<file path="src/rtl/uart_cmd_bridge_pkg.sv">
// Shared constants and FSM state type for the UART command bridge.
// Command/response byte values are fixed by the host-side protocol.
package uart_cmd_bridge_pkg;

    localparam logic [7:0] CMD_WR  = 8'h57;
    localparam logic [7:0] CMD_RD  = 8'h52;
    localparam logic [7:0] RSP_OK  = 8'h4B;
    localparam logic [7:0] RSP_ERR = 8'h45;

    typedef enum logic [3:0] {
        StIdle,
        StGetAddr,
        StGetData,
        StDoWr,
        StDoRd,
        StRdCap,
        StSend,
        StTxHold,
        StTxWait
    } state_e;

    function automatic logic is_cmd(input logic [7:0] b);
        return (b == CMD_WR) || (b == CMD_RD);
    endfunction

endpackage

</file>
<file path="src/rtl/uart_cmd_bridge_if.sv">
// Byte streams from/to uart_basic plus the 8-bit register bus, seen from the bridge (master)
// and from the surrounding UART/register logic (slave).
interface uart_cmd_bridge_if #(
    parameter int unsigned ADDR_WIDTH = 4
) ();

    logic [7:0]            rx_data;
    logic                  rx_ready;
    logic                  tx_start;
    logic [7:0]            tx_data;
    logic                  tx_busy;
    logic [ADDR_WIDTH-1:0] reg_addr;
    logic [7:0]            reg_wdata;
    logic                  reg_we;
    logic                  reg_re;
    logic [7:0]            reg_rdata;

    modport master (
        input  rx_data, rx_ready, tx_busy, reg_rdata,
        output tx_start, tx_data, reg_addr, reg_wdata, reg_we, reg_re
    );

    modport slave (
        output rx_data, rx_ready, tx_busy, reg_rdata,
        input  tx_start, tx_data, reg_addr, reg_wdata, reg_we, reg_re
    );

endinterface

</file>
<file path="src/rtl/uart_cmd_bridge_timeout.sv">
// Inter-byte timeout counter: clear wins over enable; saturates once expired is raised.
module uart_cmd_bridge_timeout #(
    parameter int unsigned TIMEOUT_CYCLES = 1000000
) (
    input  logic clk,
    input  logic reset,
    input  logic clear,
    input  logic enable,
    output logic expired
);

    localparam int unsigned CntWidth = $clog2(TIMEOUT_CYCLES + 1);
    localparam logic [CntWidth-1:0] Limit = CntWidth'(TIMEOUT_CYCLES);

    logic [CntWidth-1:0] cnt_q, cnt_d;

    assign expired = (cnt_q == Limit);

    always_comb begin
        cnt_d = cnt_q;
        if (clear) begin
            cnt_d = '0;
        end else if (enable && !expired) begin
            cnt_d = cnt_q + CntWidth'(1);
        end
    end

    always_ff @(posedge clk) begin
        if (!reset) begin
            cnt_q <= '0;
        end else begin
            cnt_q <= cnt_d;
        end
    end

endmodule

</file>
<file path="src/rtl/uart_cmd_bridge.sv">
// UART command decoder: 'W' ADDR DATA writes a register and replies 'K'; 'R' ADDR replies with
// the register value; anything malformed replies 'E' and pulses err.
module uart_cmd_bridge
    import uart_cmd_bridge_pkg::*;
#(
    parameter int unsigned ADDR_WIDTH     = 4,
    parameter int unsigned TIMEOUT_CYCLES = 1000000
) (
    input  logic              clk,
    input  logic              reset,
    uart_cmd_bridge_if.master bus,
    output logic              err
);

    state_e                state_q, state_d;
    logic                  is_wr_q, is_wr_d;
    logic [ADDR_WIDTH-1:0] addr_q, addr_d;
    logic [7:0]            wdata_q, wdata_d;
    logic [7:0]            tx_data_q, tx_data_d;
    logic                  err_q, err_d;
    logic                  tx_start, reg_we, reg_re;
    logic                  to_clear, to_en, to_expired;

    uart_cmd_bridge_timeout #(
        .TIMEOUT_CYCLES(TIMEOUT_CYCLES)
    ) u_timeout (
        .clk    (clk),
        .reset  (reset),
        .clear  (to_clear),
        .enable (to_en),
        .expired(to_expired)
    );

    always_comb begin
        state_d   = state_q;
        is_wr_d   = is_wr_q;
        addr_d    = addr_q;
        wdata_d   = wdata_q;
        tx_data_d = tx_data_q;
        err_d     = 1'b0;
        tx_start  = 1'b0;
        reg_we    = 1'b0;
        reg_re    = 1'b0;
        to_clear  = 1'b0;
        to_en     = 1'b0;

        unique case (state_q)
            StIdle: begin
                to_clear = 1'b1;
                if (bus.rx_ready) begin
                    is_wr_d = (bus.rx_data == CMD_WR);
                    if (is_cmd(bus.rx_data)) begin
                        state_d = StGetAddr;
                    end else begin
                        tx_data_d = RSP_ERR;
                        err_d     = 1'b1;
                        state_d   = StSend;
                    end
                end
            end
            StGetAddr: begin
                to_en = 1'b1;
                // An arriving byte beats a simultaneous expiry.
                if (bus.rx_ready) begin
                    to_clear = 1'b1;
                    if ((bus.rx_data >> ADDR_WIDTH) != 8'h00) begin
                        tx_data_d = RSP_ERR;
                        err_d     = 1'b1;
                        state_d   = StSend;
                    end else begin
                        addr_d  = bus.rx_data[ADDR_WIDTH-1:0];
                        state_d = is_wr_q ? StGetData : StDoRd;
                    end
                end else if (to_expired) begin
                    err_d   = 1'b1;
                    state_d = StIdle;
                end
            end
            StGetData: begin
                to_en = 1'b1;
                if (bus.rx_ready) begin
                    to_clear = 1'b1;
                    wdata_d  = bus.rx_data;
                    state_d  = StDoWr;
                end else if (to_expired) begin
                    err_d   = 1'b1;
                    state_d = StIdle;
                end
            end
            StDoWr: begin
                reg_we    = 1'b1;
                tx_data_d = RSP_OK;
                state_d   = StSend;
            end
            StDoRd: begin
                reg_re  = 1'b1;
                state_d = StRdCap;
            end
            StRdCap: begin
                tx_data_d = bus.reg_rdata;
                state_d   = StSend;
            end
            StSend: begin
                if (!bus.tx_busy) begin
                    tx_start = 1'b1;
                    state_d  = StTxHold;
                end
            end
            // Gives the transmitter a cycle to raise tx_busy before we watch it.
            StTxHold: state_d = StTxWait;
            StTxWait: begin
                if (!bus.tx_busy) begin
                    state_d = StIdle;
                end
            end
            default: state_d = StIdle;
        endcase

        if (bus.rx_ready && !(state_q inside {StIdle, StGetAddr, StGetData})) begin
            err_d = 1'b1;
        end
    end

    always_ff @(posedge clk) begin
        if (!reset) begin
            state_q   <= StIdle;
            is_wr_q   <= 1'b0;
            addr_q    <= '0;
            wdata_q   <= 8'h00;
            tx_data_q <= 8'h00;
            err_q     <= 1'b0;
        end else begin
            state_q   <= state_d;
            is_wr_q   <= is_wr_d;
            addr_q    <= addr_d;
            wdata_q   <= wdata_d;
            tx_data_q <= tx_data_d;
            err_q     <= err_d;
        end
    end

    assign bus.tx_start  = tx_start;
    assign bus.tx_data   = tx_data_q;
    assign bus.reg_addr  = addr_q;
    assign bus.reg_wdata = wdata_q;
    assign bus.reg_we    = reg_we;
    assign bus.reg_re    = reg_re;
    assign err           = err_q;

endmodule
</file>
<file path="src/flat_wrapper.sv">
// flat-port wrapper written by rule: the top's interface ports become plain ports
module uart_cmd_bridge_flat import uart_cmd_bridge_pkg::*;
#(
    parameter int unsigned ADDR_WIDTH     = 4,
    parameter int unsigned TIMEOUT_CYCLES = 1000000
)
  (clk, reset, err, bus_rx_data, bus_rx_ready, bus_tx_busy, bus_reg_rdata, bus_tx_start, bus_tx_data, bus_reg_addr, bus_reg_wdata, bus_reg_we, bus_reg_re);
  uart_cmd_bridge_if #(.ADDR_WIDTH(ADDR_WIDTH)) bus_i ();
  input  logic clk;
  input  logic reset;
  output logic err;
  input wire logic [$bits(bus_i.rx_data)-1:0] bus_rx_data;
  input wire logic [$bits(bus_i.rx_ready)-1:0] bus_rx_ready;
  input wire logic [$bits(bus_i.tx_busy)-1:0] bus_tx_busy;
  input wire logic [$bits(bus_i.reg_rdata)-1:0] bus_reg_rdata;
  output wire logic [$bits(bus_i.tx_start)-1:0] bus_tx_start;
  output wire logic [$bits(bus_i.tx_data)-1:0] bus_tx_data;
  output wire logic [$bits(bus_i.reg_addr)-1:0] bus_reg_addr;
  output wire logic [$bits(bus_i.reg_wdata)-1:0] bus_reg_wdata;
  output wire logic [$bits(bus_i.reg_we)-1:0] bus_reg_we;
  output wire logic [$bits(bus_i.reg_re)-1:0] bus_reg_re;
  assign bus_i.rx_data = bus_rx_data;
  assign bus_i.rx_ready = bus_rx_ready;
  assign bus_i.tx_busy = bus_tx_busy;
  assign bus_i.reg_rdata = bus_reg_rdata;
  assign bus_tx_start = bus_i.tx_start;
  assign bus_tx_data = bus_i.tx_data;
  assign bus_reg_addr = bus_i.reg_addr;
  assign bus_reg_wdata = bus_i.reg_wdata;
  assign bus_reg_we = bus_i.reg_we;
  assign bus_reg_re = bus_i.reg_re;
  uart_cmd_bridge #(.ADDR_WIDTH(ADDR_WIDTH), .TIMEOUT_CYCLES(TIMEOUT_CYCLES)) u_core (.clk(clk), .reset(reset), .bus(bus_i), .err(err));
endmodule
</file>
<file path="config.mk">
export PLATFORM = sky130hd
export DESIGN_NAME = uart_cmd_bridge_flat
export DESIGN_NICKNAME = d
export VERILOG_FILES = /design/src/rtl/uart_cmd_bridge_pkg.sv /design/src/rtl/uart_cmd_bridge_if.sv /design/src/rtl/uart_cmd_bridge_timeout.sv /design/src/rtl/uart_cmd_bridge.sv /design/src/flat_wrapper.sv
export SDC_FILE = /design/constraint.sdc
export NUM_CORES = 1
export LEC_CHECK = 0
export BUFFER_PORTS_ARGS = -buffer_cell sky130_fd_sc_hd__buf_2
export CAP_MARGIN = 20
export CORE_MARGIN = 2
export CORE_UTILIZATION = 45
export DETAILED_ROUTE_END_ITERATION = 10
export GPL_ROUTABILITY_DRIVEN = 0
export PLACE_DENSITY = 0.67
export SYNTH_ARGS = -nofsm -noshare
export SYNTH_HDL_FRONTEND = slang
export SYNTH_SLANG_ARGS = --single-unit
</file>
<file path="constraint.sdc">
create_clock -name clk -period 4.7 [get_ports clk]
set_clock_uncertainty 0.15 [all_clocks]
set_input_delay 0 -clock clk [delete_from_list [all_inputs] [get_ports clk]]
set_output_delay 0 -clock clk [all_outputs]
set_load 0.02 [all_outputs]
</file>
Word level (Yosys, flattened, before mapping)
Index checks and enable logic that the tools add are counted.
{"block": "totals", "register_bits": 46, "inputBits": 20, "output_inout_bits": 24, "wordCells": 74}
{"block": "classes", "addsub": 1, "n_eq_ne": 17, "n_mux": 30, "bitwise_logic": 2, "n_reduce_logical": 17}
{"op": "$mux 8", "count": 4}
{"op": "$pmux 4 s8", "count": 1}
{"op": "$pmux 8 s4", "count": 1}
{"op": "$mux 4", "count": 7}
{"op": "$add 20x1->20 const B", "count": 1}
{"op": "$eq 20x20->1 const B", "count": 1}
{"op": "$eq 4x3->1 const B", "count": 4}
{"op": "$eq 8x7->1 const B", "count": 2}
{"op": "$mux 1", "count": 13}
{"op": "$ne 2x2->1 const B", "count": 5}
{"op": "$eq 4x2->1 const B", "count": 2}
{"op": "$reduce_bool 8->1", "count": 1}
{"op": "$mux 3", "count": 2}
{"op": "$reduce_and 3->1", "count": 2}
{"op": "$reduce_or 2->1", "count": 3}
{"op": "$reduce_and 5->1", "count": 1}
{"op": "$eq 4x1->1 const B", "count": 1}
{"op": "$eq 4x4->1 const B", "count": 1}
{"op": "$logic_not 4->1", "count": 1}
{"op": "$reduce_and 2->1", "count": 2}
{"op": "$reduce_bool 4->1", "count": 1}
{"op": "$pmux 1 s3", "count": 1}
{"op": "$reduce_bool 3->1", "count": 1}
{"op": "$logic_and 1x1->1", "count": 2}
{"op": "other kinds (5)", "count": 7}

Logic depth before layout (Yosys ltp)
{"block": "depth", "depth_word": 6, "mapped_depth": 7, "depth_no_buf": 7}

Modules after synthesis
From an unflattened synthesis, not the netlist that was laid out.
{"block": "hier_totals", "cells_unflattened": 276, "hier_area_um2": 2368.5}
{"mod": "uart_cmd_bridge", "instances": 1, "cells_per_inst": 151, "area_per_inst_um2": 1308.8, "seq_area_each_um2": 520.5}
{"mod": "uart_cmd_bridge_timeout", "instances": 1, "cells_per_inst": 125, "area_per_inst_um2": 1059.8, "seq_area_each_um2": 400.4}

Least setup slack after synthesis
OpenSTA, ideal clock, no wires.
{"block": "synth_timing", "path_type": "reg2reg", "startpoint": "reg u_core.state_q[1]", "endpoint": "reg u_core.tx_data_q[4], in the netlist u_core.bus.tx_data[4]", "setup_time_ns": 0.117, "arrival_ns": 1.595, "t_required_ns": 4.433, "slack_ns": 2.838, "path_stages_with_launch": 7, "n_path_buf": 1, "synth_period_minus_slack_ns": 1.862, "cell_sequence": "dfxtp_1 buf_6 or3b_1 a21o_1 a221oi_4 nor2b_2 a22o_1"}
{"block": "synth_between", "elab_chain_len": 3, "elab_cells_between_ends": 11, "classes_between": "eq/ne: 7; mux: 1; reduce/logical: 3"}
{"element": "start, declared", "line_no": "uart_cmd_bridge.sv:15", "rtl": "state_e state_q, state_d;"}
{"element": "start signal, assigned", "line_no": "uart_cmd_bridge.sv:126", "rtl": "state_q <= StIdle;"}
{"element": "start signal, assigned", "line_no": "uart_cmd_bridge.sv:133", "rtl": "state_q <= state_d;"}
{"element": "$eq 4x1->1, or another cell as far along", "line_no": "uart_cmd_bridge.sv:47", "rtl": "unique case (state_q)"}
{"element": "$ne 2x1->1 (no line), or another cell as far along"}
{"element": "$reduce_and 5->1 (no line)"}
{"element": "end signal, assigned", "line_no": "uart_cmd_bridge.sv:137", "rtl": "tx_data_q <= tx_data_d;"}
{"element": "end, declared", "line_no": "uart_cmd_bridge.sv:19", "rtl": "logic [7:0] tx_data_q, tx_data_d;"}
Parallel ways exist; a longest one is shown, timed or not.
A chain may end at the register's enable or synchronous reset.

Final worst setup path
{"block": "layout_timing", "startpoint": "reg u_core.state_q[1]", "endpoint": "reg u_core.wdata_q[3], in the netlist u_core.bus.reg_wdata[3]"}
{"block": "layout_between", "elab_chain_len": 2}
{"element": "$eq 4x2->1", "line_no": "uart_cmd_bridge.sv:47"}
{"element": "$reduce_and 2->1 (no line)"}
{"element": "end signal, assigned", "line_no": "uart_cmd_bridge.sv:136", "rtl": "wdata_q <= wdata_d;"}
{"element": "end, declared", "line_no": "uart_cmd_bridge.sv:18", "rtl": "logic [7:0] wdata_q, wdata_d;"}
No other way between the ends.

==> flow_summary.toml <==
[status]
status = "completed"

[detailed_routing]
drc = 0
drt_iter0_drc = 105
via_count = 2072
totalWireLength_um = 5210
via_per_inst = 5.40
wire_per_inst_um = 13.6
ant_nets = 0
drt_first_pass_iters = 4

[sta]
relSlewSlack = 0.568
timing.setup.tns_ns = 0
setup_viol = 0
fmax_ghz = 0.389
hold_viol = 0
hold_ws_ns = 0.0107
slew_viol_final = 0
worst_slack_ns = 2.13
rsz0062_at_grt = "false"
worst_pin_slew_ns = 0.642
fin_crit_sh = 0.548
min_period_ns = 2.57

[cts]
clk_pin_slew_ns = 0.09
cts_resized = 0
cts_tree = "done"
cts_buffers = 5
clock-root-buffer = "clkbuf_8"
clock_latency_ns = 0.30
cts_buffer_depth = 2
cts_hold_buf = 21
cts_sinks = 46
cts_max_level = 2
postCtsSetupBuffers = 0

[critical_path]
crit_path_frequent_cell = "nor2b_1"
cp.required_ns = 4.75
critPathTopFamily = "simple AND/OR/NAND/NOR gates"
crit_type = "reg2reg"
worstSetupStartpointType = "register"
worstSetupEndpointType = "register"
slowest_delay_ns = 0.64
crit_arrival_ns = 2.62
slowest_stage = "dfxtp_1"
cp_cell_sequence = "nor2b_1 -> nand3_1 -> mux2i_1 -> nor2b_1 -> dlygate4sd3_1"
critical_path.max_fanout = 17
critPathBufInv = 1

[logic_synthesis]
synth.distinct_cells = 48
syn_area_sq_mm = 0.00227
synth_edf_count = 0
yosysSeqAreaShare = 0.405
ys.flop_type = "dfxtp_1"
synthCells = 256
syn_area_per_cell_sq_um = 8.88
syn_nets = 278
async_flop_share = 0
synth_top_cell_by_area = "dfxtp_1"
ys_warn_count = 0
synth_area_leaders = "dfxtp_1, mux2i_1, xor2_1"
ys_ff_latch = 46
yosysTopAreaCellShare = 0.405

[grt]
grt_max_degree = 25
antenna_found_initial = 0
grt_pass1_wl_um = 9040
grt_pass1_vias = 2038
grt_usage = 0.204
grt_overflow = 0

[cells_and_area]
final_area_sq_mm = 0.00284
antenna_cells = 0
drive_gt1_frac = 0.180
layout-area-overhead-vs-synth_pct = 25.2
num-fill-cells = 433
final_nets = 338

[floorplanning]
fp.dieH_um = 75.1
rows = 25
core_sq_mm = 0.00479
initial_core_util = 0.475
die-width_um = 75.1
io_pins = 44
dieArea_sq_mm = 0.00563

[pwr]
pwr_density_cell_mw_per_mm2 = 423
max-vdd-ir-drop_mv = 0.238
power_leakage_uw = 0.00119

[placement]
dp_hpwl_um = 3410
portBuffers = 43
dpl_cell_area_sq_mm = 0.00252
pre_cts_ws_ns = 2.64

[worst_hold_path]
min_path_type = "in2reg"

[job]
maxCapViolCount = 0
[report_power, final]
| part | internal [uW] | switching, uW |
|---|---|---|
| Sequential | 430 | 53.2 |
| Combinational | 172 | 248 |
| Clock | 160 | 139 |
| Total | 761 | 440 |
[metal layers]
metal | vias up | wire length (um) | global-route usage
met5 | - | 0 | 0
met4 | 0 | 63 | 0.0595
met3 | 7 | 214 | 0.0402
met2 | 60 | 2650 | 0.351
met1 | 978 | 2290 | 0.260
li1 | 1027 | - | -
[area by class of cell]
class                   count  area (sq um)  share of cell area
well taps                  67          83.8              0.0295
multi-input cells         191          1270               0.446
clock inverters             3          43.8              0.0154
flip-flops and latches     46           921               0.324
clock buffers               5          68.8              0.0242
inverters                   7          26.3             0.00924
repair buffers             65           433               0.152
[kinds of logic (layout without fill, tap and decap cells)]
| group | after synthesis | count (layout) | synth area share |
|---|---|---|---|
| AOI/OAI and AO/OA | 40 | 40 | 0.134 |
| xor gates and xnor gates | 21 | 21 | 0.0809 |
| adders and majority gates | 2 | 2 | 0.0110 |
| buffers and inverters | 19 | 80 | 0.0369 |
| DFF | 46 | 46 | 0.405 |
| muxes | 14 | 14 | 0.0617 |
| and+or+nand+nor | 114 | 114 | 0.270 |
[stage by stage]
step	util	total power, uW	std cells
2_1_floorplan	-	795	256
3_3_place_gp	0.527	881	355
3_5_place_dp	0.527	882	355
4_1_cts	0.594	1200	384
5_1_grt	0.594	1270	384
6_report	0.594	1200	384
[Yosys cell counts, drive strengths merged, types with 2 or more instances]
| library cell | instances |
|---|---|
| and2 | 3 |
| xor2 | 16 |
| nor4bb | 2 |
| o21ai | 8 |
| nand4 | 10 |
| ha | 2 |
| dfxtp | 46 |
| buf | 5 |
| o221a | 2 |
| o2bb2ai | 2 |
| clkbuf | 7 |
| inv | 7 |
| nand2 | 15 |
| nor2b | 18 |
| and3 | 2 |
| a22o | 3 |
| a21oi | 7 |
| mux2i | 14 |
| nand3 | 11 |
| xnor2 | 5 |
| o211ai | 3 |
| nor4 | 5 |
| nor2 | 33 |
| a31oi | 3 |
| o31ai | 2 |
| nor3 | 8 |
[cell usage in the layout (no fill, tap or decap), types with 3 or more instances in the layout]
cell type | netlist | final
dfxtp_1 | 46 | 46
buf_2 | 4 | 43
nor2_1 | 33 | 33
dlygate4sd3_1 | 0 | 21
nor2b_1 | 17 | 17
xor2_1 | 16 | 16
nand2_1 | 15 | 15
mux2i_1 | 14 | 14
nand3_1 | 11 | 11
nand4_1 | 10 | 10
a21oi_1 | 7 | 7
inv_1 | 6 | 6
nor3_1 | 6 | 6
xnor2_1 | 5 | 5
nor4_1 | 5 | 5
clkbuf_8 | 0 | 5
o21ai_1 | 4 | 4
o21ai_0 | 4 | 4
and2_1 | 3 | 3
o211ai_1 | 3 | 3
a31oi_1 | 3 | 3
a22o_1 | 3 | 3
[worst register-to-register path: stages (launching register included)]
cell and delay (ns):
dfxtp_1 0.64, nor2b_1 0.33, nand3_1 0.47, mux2i_1 0.28, nor2b_1 0.06, dlygate4sd3_1 0.54
[worst paths after layout]
kind,slack [ns],end,from,cells after the start
setup reg to reg,2.13,u_core.bus.reg_wdata[3]$_SDFFE_PN0P_,u_core.state_q[1]$_SDFFE_PN0P_,5
hold reg to reg,0.32,u_core.bus.tx_data[1]$_SDFFE_PN0P_,u_core.bus.tx_data[1]$_SDFFE_PN0P_,1
setup / recovery,2.13,u_core.bus.reg_wdata[3]$_SDFFE_PN0P_,u_core.state_q[1]$_SDFFE_PN0P_,5
hold / removal,0.01,u_core.err$_SDFF_PN0_,bus_rx_ready,3
[flip-flops by register name, summed over array words and instances, names as in the netlist]
register / cells
u_core.bus.reg_wdata: 8
u_core.is_wr_q: 1
u_core.bus.reg_addr: 4
u_core.bus.tx_data: 8
u_core.err: 1
u_core.u_timeout.cnt_q: 20
u_core.state_q: 4
Note: power is estimated with default switching activity, not from simulation.
